### config.mk
export PLATFORM = sky130hd
export DESIGN_NAME = cpa_seg_adder
export DESIGN_NICKNAME = d
export VERILOG_FILES = /design/src/rtl/cpa_pkg.sv /design/src/rtl/cpa_seg_prefix.sv /design/src/rtl/cpa_seg_adder.sv
export SDC_FILE = /design/constraint.sdc
export NUM_CORES = 1
export LEC_CHECK = 0
export BUFFER_PORTS_ARGS = -buffer_cell sky130_fd_sc_hd__clkbuf_2
export CAP_MARGIN = 20
export CORE_AREA = 2 2 159 161
export CTS_BUF_LIST = sky130_fd_sc_hd__clkbuf_16
export DETAILED_ROUTE_END_ITERATION = 8
export DIE_AREA = 0 0 161 163
export PLACE_DENSITY = 0.75
export SLEW_MARGIN = 0
export SYNTH_ARGS = -nofsm -noshare
export SYNTH_HDL_FRONTEND = slang
export SYNTH_SLANG_ARGS = --single-unit
### constraint.sdc
create_clock -name clk -period 3.26 [get_ports clk]
set_input_delay 0.652 -clock clk [delete_from_list [all_inputs] [get_ports clk]]
set_output_delay 0.652 -clock clk [all_outputs]
set_load 0.03 [all_outputs]
### src/rtl/cpa_pkg.sv
// Shared types and helpers for the segmented carry-propagate adder.
// The optional subtract mode is enabled with the CPA_SEG_SUB_EN macro.
package cpa_pkg;

    // Control states of the segment sequencer
    typedef enum logic [1:0] {
        IDLE,
        RUN,
        DONE
    } state_t;

    // Bits resolved per cycle unless the instance overrides it
    localparam int SEG_LEN_DEFAULT = 17;

    // Generate/propagate pair carried through the prefix network
    typedef struct packed {
        logic g;
        logic p;
    } gp_t;

    // Number of combine levels needed to span one segment
    function automatic int prefix_levels(input int seg_len);
        return (seg_len > 1) ? $clog2(seg_len) : 0;
    endfunction

    // Generate/propagate combine cell: merges a higher group with the group just below it
    function automatic gp_t gp_combine(input gp_t hi, input gp_t lo);
        gp_t r;
        r.g = hi.g | (hi.p & lo.g);
        r.p = hi.p & lo.p;
        return r;
    endfunction

endpackage

### src/rtl/cpa_seg_prefix.sv
// Combinational SEG_LEN-bit parallel-prefix (Kogge-Stone) adder for one segment.
// The carry-in is folded into the generate term of bit 0, so the group
// generate at bit i is exactly the carry out of bit i.
module cpa_seg_prefix
    import cpa_pkg::*;
#(
    parameter int SEG_LEN = SEG_LEN_DEFAULT
) (
    input  logic [SEG_LEN-1:0] a,
    input  logic [SEG_LEN-1:0] b,
    input  logic               c_in,
    output logic [SEG_LEN-1:0] sum,
    output logic               c_out
);

    localparam int LEVELS = prefix_levels(SEG_LEN);

    logic [SEG_LEN-1:0] p;
    logic [SEG_LEN-1:0] g;
    logic [SEG_LEN-1:0] cur_g;
    logic [SEG_LEN-1:0] cur_p;
    logic [SEG_LEN-1:0] prv_g;
    logic [SEG_LEN-1:0] prv_p;
    logic [SEG_LEN-1:0] grp_g;

    assign p = a ^ b;
    assign g = a & b;

    // Prefix network: each level doubles the span of every group, LEVELS levels deep
    always_comb begin
        cur_g    = g;
        cur_p    = p;
        cur_g[0] = g[0] | (p[0] & c_in);
        prv_g    = cur_g;
        prv_p    = cur_p;
        for (int lvl = 0; lvl < LEVELS; lvl++) begin
            prv_g = cur_g;
            prv_p = cur_p;
            for (int i = (1 << lvl); i < SEG_LEN; i++) begin
                {cur_g[i], cur_p[i]} = gp_combine('{g: prv_g[i], p: prv_p[i]},
                                                  '{g: prv_g[i - (1 << lvl)], p: prv_p[i - (1 << lvl)]});
            end
        end
        grp_g = cur_g;
    end

    // Sum bit i takes the carry out of bit i-1; bit 0 takes the segment carry-in
    always_comb begin
        sum   = p ^ {grp_g[SEG_LEN-2:0], c_in};
        c_out = grp_g[SEG_LEN-1];
    end

endmodule

### src/rtl/cpa_seg_adder.sv
// Multi-cycle carry-propagate adder: one SEG_LEN-bit segment per cycle, LSB first,
// with the inter-segment carry held in a register.
// Define CPA_SEG_SUB_EN to add the sub_in port (A - B with c_out = no borrow).
module cpa_seg_adder
    import cpa_pkg::*;
#(
    parameter int SEG_LEN  = SEG_LEN_DEFAULT,
    parameter int NUM_SEGS = 4,
    parameter int DATA_LEN = SEG_LEN * NUM_SEGS
) (
    input  logic                clk,
    input  logic                rst_n,
    input  logic                in_valid,
    output logic                in_ready,
    input  logic [DATA_LEN-1:0] a_in,
    input  logic [DATA_LEN-1:0] b_in,
    input  logic                c_in,
`ifdef CPA_SEG_SUB_EN
    input  logic                sub_in,
`endif
    output logic                out_valid,
    input  logic                out_ready,
    output logic [DATA_LEN-1:0] sum_out,
    output logic                c_out
);

    localparam int IDX_W = (NUM_SEGS > 1) ? $clog2(NUM_SEGS) : 1;
    localparam logic [IDX_W-1:0] LAST_IDX = IDX_W'(NUM_SEGS - 1);

    state_t              state_q;
    state_t              state_d;
    logic [IDX_W-1:0]    seg_idx;
    logic                carry_q;
    logic [DATA_LEN-1:0] a_q;
    logic [DATA_LEN-1:0] b_q;
    logic [DATA_LEN-1:0] res_q;
    logic [DATA_LEN-1:0] res_d;
    logic [DATA_LEN-1:0] sum_q;
    logic                cout_q;
    logic [SEG_LEN-1:0]  seg_a;
    logic [SEG_LEN-1:0]  seg_b;
    logic [SEG_LEN-1:0]  seg_sum;
    logic                seg_cout;
    logic [DATA_LEN-1:0] b_cap;
    logic                cin_cap;
    logic                accept;
    logic                last_seg;
    int                  seg_base;

    assign in_ready  = rst_n & (state_q == IDLE);
    assign out_valid = (state_q == DONE);
    assign accept    = in_valid & in_ready;
    assign last_seg  = (seg_idx == LAST_IDX);
    assign sum_out   = sum_q;
    assign c_out     = cout_q;

`ifdef CPA_SEG_SUB_EN
    // Subtraction is A + ~B + 1, so the incoming carry is forced high
    always_comb begin
        b_cap   = sub_in ? ~b_in : b_in;
        cin_cap = sub_in | c_in;
    end
`else
    // Pure addition: operands and carry are captured as presented
    always_comb begin
        b_cap   = b_in;
        cin_cap = c_in;
    end
`endif

    // Segment mux: select the operand slice addressed by seg_idx
    always_comb begin
        seg_base = int'(seg_idx) * SEG_LEN;
        seg_a    = a_q[seg_base +: SEG_LEN];
        seg_b    = b_q[seg_base +: SEG_LEN];
    end

    // Merge the freshly resolved segment into the running result
    always_comb begin
        res_d = res_q;
        res_d[seg_base +: SEG_LEN] = seg_sum;
    end

    cpa_seg_prefix #(
        .SEG_LEN (SEG_LEN)
    ) u_prefix (
        .a     (seg_a),
        .b     (seg_b),
        .c_in  (carry_q),
        .sum   (seg_sum),
        .c_out (seg_cout)
    );

    // State register
    always_ff @(posedge clk) begin
        if (!rst_n) begin
            state_q <= IDLE;
        end else begin
            state_q <= state_d;
        end
    end

    // Next-state logic: accept -> run NUM_SEGS cycles -> hold result until taken
    always_comb begin
        state_d = state_q;
        case (state_q)
            IDLE:    if (accept)    state_d = RUN;
            RUN:     if (last_seg)  state_d = DONE;
            DONE:    if (out_ready) state_d = IDLE;
            default:                state_d = IDLE;
        endcase
    end

    // Datapath: capture operands, step through segments, publish the result only when complete
    always_ff @(posedge clk) begin
        if (!rst_n) begin
            a_q     <= '0;
            b_q     <= '0;
            res_q   <= '0;
            sum_q   <= '0;
            cout_q  <= 1'b0;
            carry_q <= 1'b0;
            seg_idx <= '0;
        end else begin
            case (state_q)
                IDLE: begin
                    if (accept) begin
                        a_q     <= a_in;
                        b_q     <= b_cap;
                        carry_q <= cin_cap;
                        seg_idx <= '0;
                    end
                end
                RUN: begin
                    res_q   <= res_d;
                    carry_q <= seg_cout;
                    if (last_seg) begin
                        sum_q   <= res_d;
                        cout_q  <= seg_cout;
                        seg_idx <= '0;
                    end else begin
                        seg_idx <= seg_idx + IDX_W'(1);
                    end
                end
                default: begin
                end
            endcase
        end
    end

endmodule

Yosys cells after proc, flatten, opt, wreduce, memory -nomap -nowiden:

Index checks and enable logic that the tools add are counted.

* bits of input ports: 141
* output and inout port bits: 71
* ROM bits: 0
* word-level logic and storage cells: 190
* latch bits: 0
* memory bits (writable): 0
* register bits after elaboration: 278
* memories kept: 0

* divide/modulo/power cells: 0
* reduce and logical (&&, ||, !) cells: 6
* add/sub/neg operators: 2
* bitwise logic cells: 153
* magnitude comparators: 0
* mux-type cells: 10
* equal/unequal tests: 6
* shift operators: 4
* multiply operators: 1

Operator list (count)
* $shiftx 68x8->17: 2
* $and 1x1->1: 95
* $bwmux 68: 1
* $shift 17x33->68 const A: 1
* $shiftx 17x33->68: 1
* $or 1x1->1: 55
* $xor 17x17->17: 2
* $neg 7->33: 1
* $and 17x17->17: 1
* $mux 2: 5
* $mul 2x5->7 const B: 1
* $pmux 2 s3: 1
* $reduce_and 2->1: 3
* $eq 2x2->1 const B: 2
* $ne 2x2->1 const B: 2
* $pmux 2 s2: 1
* $reduce_and 3->1: 1
* $add 2x1->2 const B: 1
* $eq 2x1->1 const B: 1
* $logic_not 2->1: 1
* $ne 2x1->1 const B: 1
* $pmux 1 s2: 1
* $reduce_bool 2->1: 1
* $mux 1: 1

Depth between registers and ports, before layout:

* depth in word-level cells: 16
* gate-level depth with buffers: 13
* mapped depth without buffers: 10

Cells and area by module:

A second synthesis with hierarchy kept.

* cells, all modules: 1369
* area total of the unflattened synthesis: 12505.7 um^2

Modules (own cells, without submodules)
* cpa_seg_adder: cells an instance 1249, instances 1, area an instance 11657.4 um^2
* cpa_seg_prefix: cells an instance 120, instances 1, area an instance 848.3 um^2

Worst setup path after synthesis:

No wires, ideal clock.

* path kind: register to register
* from: register seg_idx[0]
* to: register sum_q[8], in the netlist sum_out[8]
* path slack: -0.255 ns
* required time: 3.141 ns
* arrival time: 3.396 ns
* stages on the path, launching flop included: 13
* cell sequence: dfxtp_1 buf_2 buf_2 mux4_2 fa_1 inv_1 fa_1 nand2b_1 a21oi_2 o211a_1 or3_4 and3_1 o221a_2

* longest elaborated chain between the ends: 16
* elaborated cells on any way between the ends: 146
* classes of those cells: add/sub (1); mul (1); eq/ne (1); shift (4); mux (1); bitwise (137); reduce/logical (1)

RTL lines
* from (decl): RTL line cpa_seg_adder.sv:32 `logic [IDX_W-1:0] seg_idx;`
* from (signal assigned): RTL line cpa_seg_adder.sv:142 `seg_idx <= seg_idx + IDX_W'(1);`
* $mul 2x5->7: RTL line cpa_seg_adder.sv:73 `seg_base = int'(seg_idx) * SEG_LEN;`
* $shiftx 68x8->17 (on tied branches): RTL line cpa_seg_adder.sv:74, cpa_seg_adder.sv:75
* $xor 17x17->17: RTL line cpa_seg_prefix.sv:26 `assign p = a ^ b;`
* $and 1x1->1: RTL line cpa_seg_prefix.sv:33 `cur_g[0] = g[0] | (p[0] & c_in);`
* $or 1x1->1: RTL line cpa_seg_prefix.sv:33
* $and 1x1->1: RTL line cpa_pkg.sv:29 `r.g = hi.g | (hi.p & lo.g);`
* $or 1x1->1: RTL line cpa_pkg.sv:29
* $and 1x1->1: RTL line cpa_pkg.sv:29
* $or 1x1->1: RTL line cpa_pkg.sv:29
* $and 1x1->1: RTL line cpa_pkg.sv:29
* $or 1x1->1: RTL line cpa_pkg.sv:29
* $and 1x1->1: RTL line cpa_pkg.sv:29
* $or 1x1->1: RTL line cpa_pkg.sv:29
* $xor 17x17->17: RTL line cpa_seg_prefix.sv:49 `sum = p ^ {grp_g[SEG_LEN-2:0], c_in};`
* $shiftx 17x33->68: RTL line cpa_seg_adder.sv:81 `res_d[seg_base +: SEG_LEN] = seg_sum;`
* $bwmux 68: RTL line cpa_seg_adder.sv:81
* to (signal assigned): RTL line cpa_seg_adder.sv:138 `sum_q <= res_d;`
* to (decl): RTL line cpa_seg_adder.sv:38 `logic [DATA_LEN-1:0] sum_q;`

Several ways; a longest one is shown, not always the timed one.
A chain may end at the register's enable or synchronous reset.

Worst setup path after layout:

* from: register seg_idx[0]
* to: register res_q[33]

* longest elaborated chain between the ends: 16
* elaborated cells on any way between the ends: 144
* classes of those cells: add/sub (1); mul (1); shift (4); mux (1); bitwise (137)

RTL lines
* $mul 2x5->7 *: RTL line cpa_seg_adder.sv:73
* $shiftx 68x8->17 (on tied branches): RTL line cpa_seg_adder.sv:74, cpa_seg_adder.sv:75
* $xor 17x17->17: RTL line cpa_seg_prefix.sv:26
* $and 1x1->1: RTL line cpa_seg_prefix.sv:33
* $or 1x1->1: RTL line cpa_seg_prefix.sv:33
* $and 1x1->1: RTL line cpa_pkg.sv:29
* $or 1x1->1: RTL line cpa_pkg.sv:29
* $and 1x1->1: RTL line cpa_pkg.sv:29
* $or 1x1->1: RTL line cpa_pkg.sv:29
* $and 1x1->1: RTL line cpa_pkg.sv:29
* $or 1x1->1: RTL line cpa_pkg.sv:29
* $and 1x1->1: RTL line cpa_pkg.sv:29
* $or 1x1->1: RTL line cpa_pkg.sv:29
* $xor 17x17->17: RTL line cpa_seg_prefix.sv:49
* $shiftx 17x33->68: RTL line cpa_seg_adder.sv:81
* $bwmux 68 *: RTL line cpa_seg_adder.sv:81
* to (signal assigned): RTL line cpa_seg_adder.sv:135 `res_q <= res_d;`
* to (decl): RTL line cpa_seg_adder.sv:36 `logic [DATA_LEN-1:0] res_q;`

Every way passes the cells marked *; elsewhere a longest branch is shown, timed or not.

==> results.toml <==
[timing]
fin_crit_sh_pct = 96.6
hold_viol = 0
period_needed_ns = 3.15
fin_tns_setup_ns = 0
max_freq_mhz = 317
worstMarginPinSlew_ns = 0.947
setup_slack_ns = 0.109
setup_viol = 0
maxSlewHeadroom_pct = 36.6
drv_slew = 0
skew_ns = 0.0120
rsz0062_at_grt = "yes"

[clock_network]
htreeDepth = 1
clockBufferDepth = 3
clkTransAtPathRegs_ns = 0.06
cts.sinks = 278
postCtsSetupRepairBufs = 0
numCtsBuffers = 29
clk_latency_ns = 0.55
cts_root_buf = "clkbuf_16"
hold_buffers = 0
cts_tree = "done"

[worst_setup_path]
crit_required_ns = 3.64
arrival_ns = 3.53
path_max_fanout = 6
worstSetupPathType = "reg -> reg"
end_kind = "flop"
reg2reg_slack_ns = 0.11
critPathLaunchType = "flop"

[flow_run]
max_cap_violations = 0

[floorplan]
dieHeight_um = 163
rows = 58
ios = 212
die_area_um2 = 26200
fp.dieW_um = 161
initial_core_util_pct = 49.8
coreArea_um2 = 24700

[power_and_ir_drop]
power.switching_mw = 2.12
power_frac_comb_pct = 14.6
pwr-share-seq_pct = 47.3
total_power_mw = 7.70
power.density_nw_per_um2 = 527
sw_frac_of_total_pct = 27.6
clock_power_share_pct = 38.1
p_int_mw = 5.58
vdd_drop_max_v = 0.000332
power.static_leakage_nw = 6.80

[drt]
antenna_left = 0
dr.pass1.iters = 8
drcViolationCount = 0
route.vias.total = 11406
vias_per_cell = 5.81
wire_per_inst_um = 18.6
wl_um = 36500
drt_iter0_drc = 1110

[global_route]
antenna_found_initial = 0
grt_remaining_overflow = 0
grt_max_degree = 162
grt_usage_pct = 27.0
grt_pass1_wl_um = 56900
grt_pass1_vias = 10796

[logic_synthesis]
synth_xor_area_share_pct = 0.856
async_flop_share_pct = 0
synth_fa_ha_area_share_pct = 2.57
synthDistinctLibCells = 64
ys_seq_area_share_pct = 45.3
ys.flop_type = "dfxtp_1"
synth_fp_nets = 1605
synth_top_family_by_area = "simple AND/OR/NAND/NOR gates"
synth_edf_count = 0
ys_ff_latch = 278
synthSimpleGateAreaFrac_pct = 24.0
netlist_area_um2 = 12300
syn_avg_cell_area_um2 = 8.52
synth.area.mux_share_pct = 7.15
synth-compound-area-share_pct = 15.6
yosysWarningCount = 0
syn_inst = 1440

[final_layout]
diodes = 0
drive_above_1_share_pct = 22.2
synthToLayoutAreaGrowth_pct = 19.0
final_nets = 1777
n_fill_cell = 2221
ff_latch_area_um2 = 5570
multi_input_area_um2 = 6240

[placed_design]
port_buffers = 211
gp_routability_congestion = 0.917
hpwl_um = 25300
dp_slack_ns = -0.0340

[outcome]
status = "completed"

[hold_path]
hp-class = "in -> reg"
==> per-stage QoR <==
step | cells | utilization [%] | area [um^2] | hold WS [ns]
3_5_place_dp | 1910 | 55.5 | 13700 | 0.443
6_report | 1963 | 59.2 | 14600 | 0.293
4_1_cts | 1962 | 58.9 | 14500 | 0.287
2_1_floorplan | 1440 | - | 12300 | 0.417
5_1_grt | 1963 | 59.2 | 14600 | 0.290
3_3_place_gp | 1910 | 55.5 | 13700 | 0.434
==> logic make-up (layout without fill, tap and decap cells) <==
family,Yosys count,count (layout)
xor gates and xnor gates,12,12
DFF,278,278
buffers and inverters,133,326
adders and majority gates,24,24
AOI/OAI and AO/OA,285,285
and+or+nand+nor,663,663
muxes,45,45
==> registers in the layout (all words and copies together) (netlist names) <==
register  flops
a_q          68
b_q          68
res_q        68
sum_out      68
seg_idx       2
state_q       2
c_out         1
carry_q       1
==> worst paths after layout <==
path | startpoint | endpoint | cells after the start
setup / recovery | seg_idx[0]$_SDFFE_PN0P_ | res_q[33]$_SDFFE_PN0P_ | 10
hold / removal | a_in[64] | a_q[64]$_SDFFE_PN0P_ | 3
setup reg to reg | seg_idx[0]$_SDFFE_PN0P_ | res_q[33]$_SDFFE_PN0P_ | 10
hold reg to reg | res_q[15]$_SDFFE_PN0P_ | res_q[15]$_SDFFE_PN0P_ | 2
==> cell usage after synthesis, drive strengths merged (4+ instances only) <==
cell type	count	share of area [%]
nor2	63	1.9
o22ai	5	0.25
a31oi	14	0.71
nor3	12	0.49
o211a	22	1.8
clkbuf	76	2.3
o211ai	6	0.41
nand3	174	7.1
buf	40	1.6
nand2	343	10
nand4	4	0.20
and3	10	0.55
mux2i	10	0.82
ha	22	2.2
nand2b	4	0.20
a21oi	50	2.2
nor2b	33	1.7
nor3b	8	0.49
inv	16	0.49
a21boi	5	0.31
mux4	34	6.2
a221oi	25	1.8
o21ai	95	3.9
a21o	9	0.55
dfxtp	278	45
xnor2	10	0.71
a22oi	31	1.9
==> layer usage <==
metal  vias to the layer above  track usage (%)  routed length [um]
li1                       5408                -                   -
met5                         -                0                   0
met4                         0             10.5                1430
met1                      5351             35.2               14800
met2                       559             45.3               17300
met3                        88             4.41                3000
==> area by class of cell <==
class / count / area share [%]
clock buffers: 29 / 4.97
clock inverters: 23 / 0.677
inverters: 17 / 0.437
multi-input cells: 1029 / 42.8
flip-flops and latches: 278 / 38.1
well taps: 330 / 2.83
repair buffers: 257 / 10.2
==> worst max-delay path, cell delays in order (launching register included) <==
cell and delay, ns:
dfxtp_4 0.43, mux4_2 0.54, fa_2 0.41, inv_1 0.10, fa_1 0.21, nand2b_1 0.15, a21oi_2 0.09, o211a_1 0.28
or4_4 0.53, nand3_1 0.14, a31oi_1 0.10
==> placed cells by master (no fill, tap or decap), types with 3 or more instances in the layout <==
master	instances
buf_4	40
o21ai_1	3
nor2b_1	32
a21oi_1	46
a211o_1	3
a31o_2	3
mux4_2	34
a31oi_1	14
a22oi_1	31
nand2_1	342
o21ai_0	91
a32oi_1	3
mux2i_1	10
o211a_1	22
clkbuf_16	30
clkinv_1	7
nand2b_1	4
nor2_1	60
buf_12	5
a21o_1	9
dfxtp_1	276
inv_1	25
a21boi_1	4
and3_1	9
xnor2_1	8
nand4_1	4
clkbuf_2	210
nand3_1	173
nor3b_1	8
a221oi_1	23
o22ai_1	5
o21a_1	3
nor3_1	12
o211ai_1	5
clkinv_2	7
or4_4	3
ha_1	22
==> timing repair <==
| item | 4_1_cts | 5_1_grt |
|---|---|---|
| endpoints found under the setup margin | 1 | 58 |
| cloned | 0 | 1 |
| gates resized for setup | 2 | 13 |
==> power by group through the flow <==
stage / clock [mW] / combinational, mW / sequential (mW)
2_1_floorplan: 0 / 0.682 / 3.69
3_3_place_gp: 0 / 1.06 / 3.71
3_5_place_dp: 0 / 1.08 / 3.72
4_1_cts: 2.96 / 1.09 / 3.64
5_1_grt: 3.09 / 1.21 / 3.66
6_report: 2.93 / 1.13 / 3.64
No activity file was read; power rests on OpenSTA's default activity.
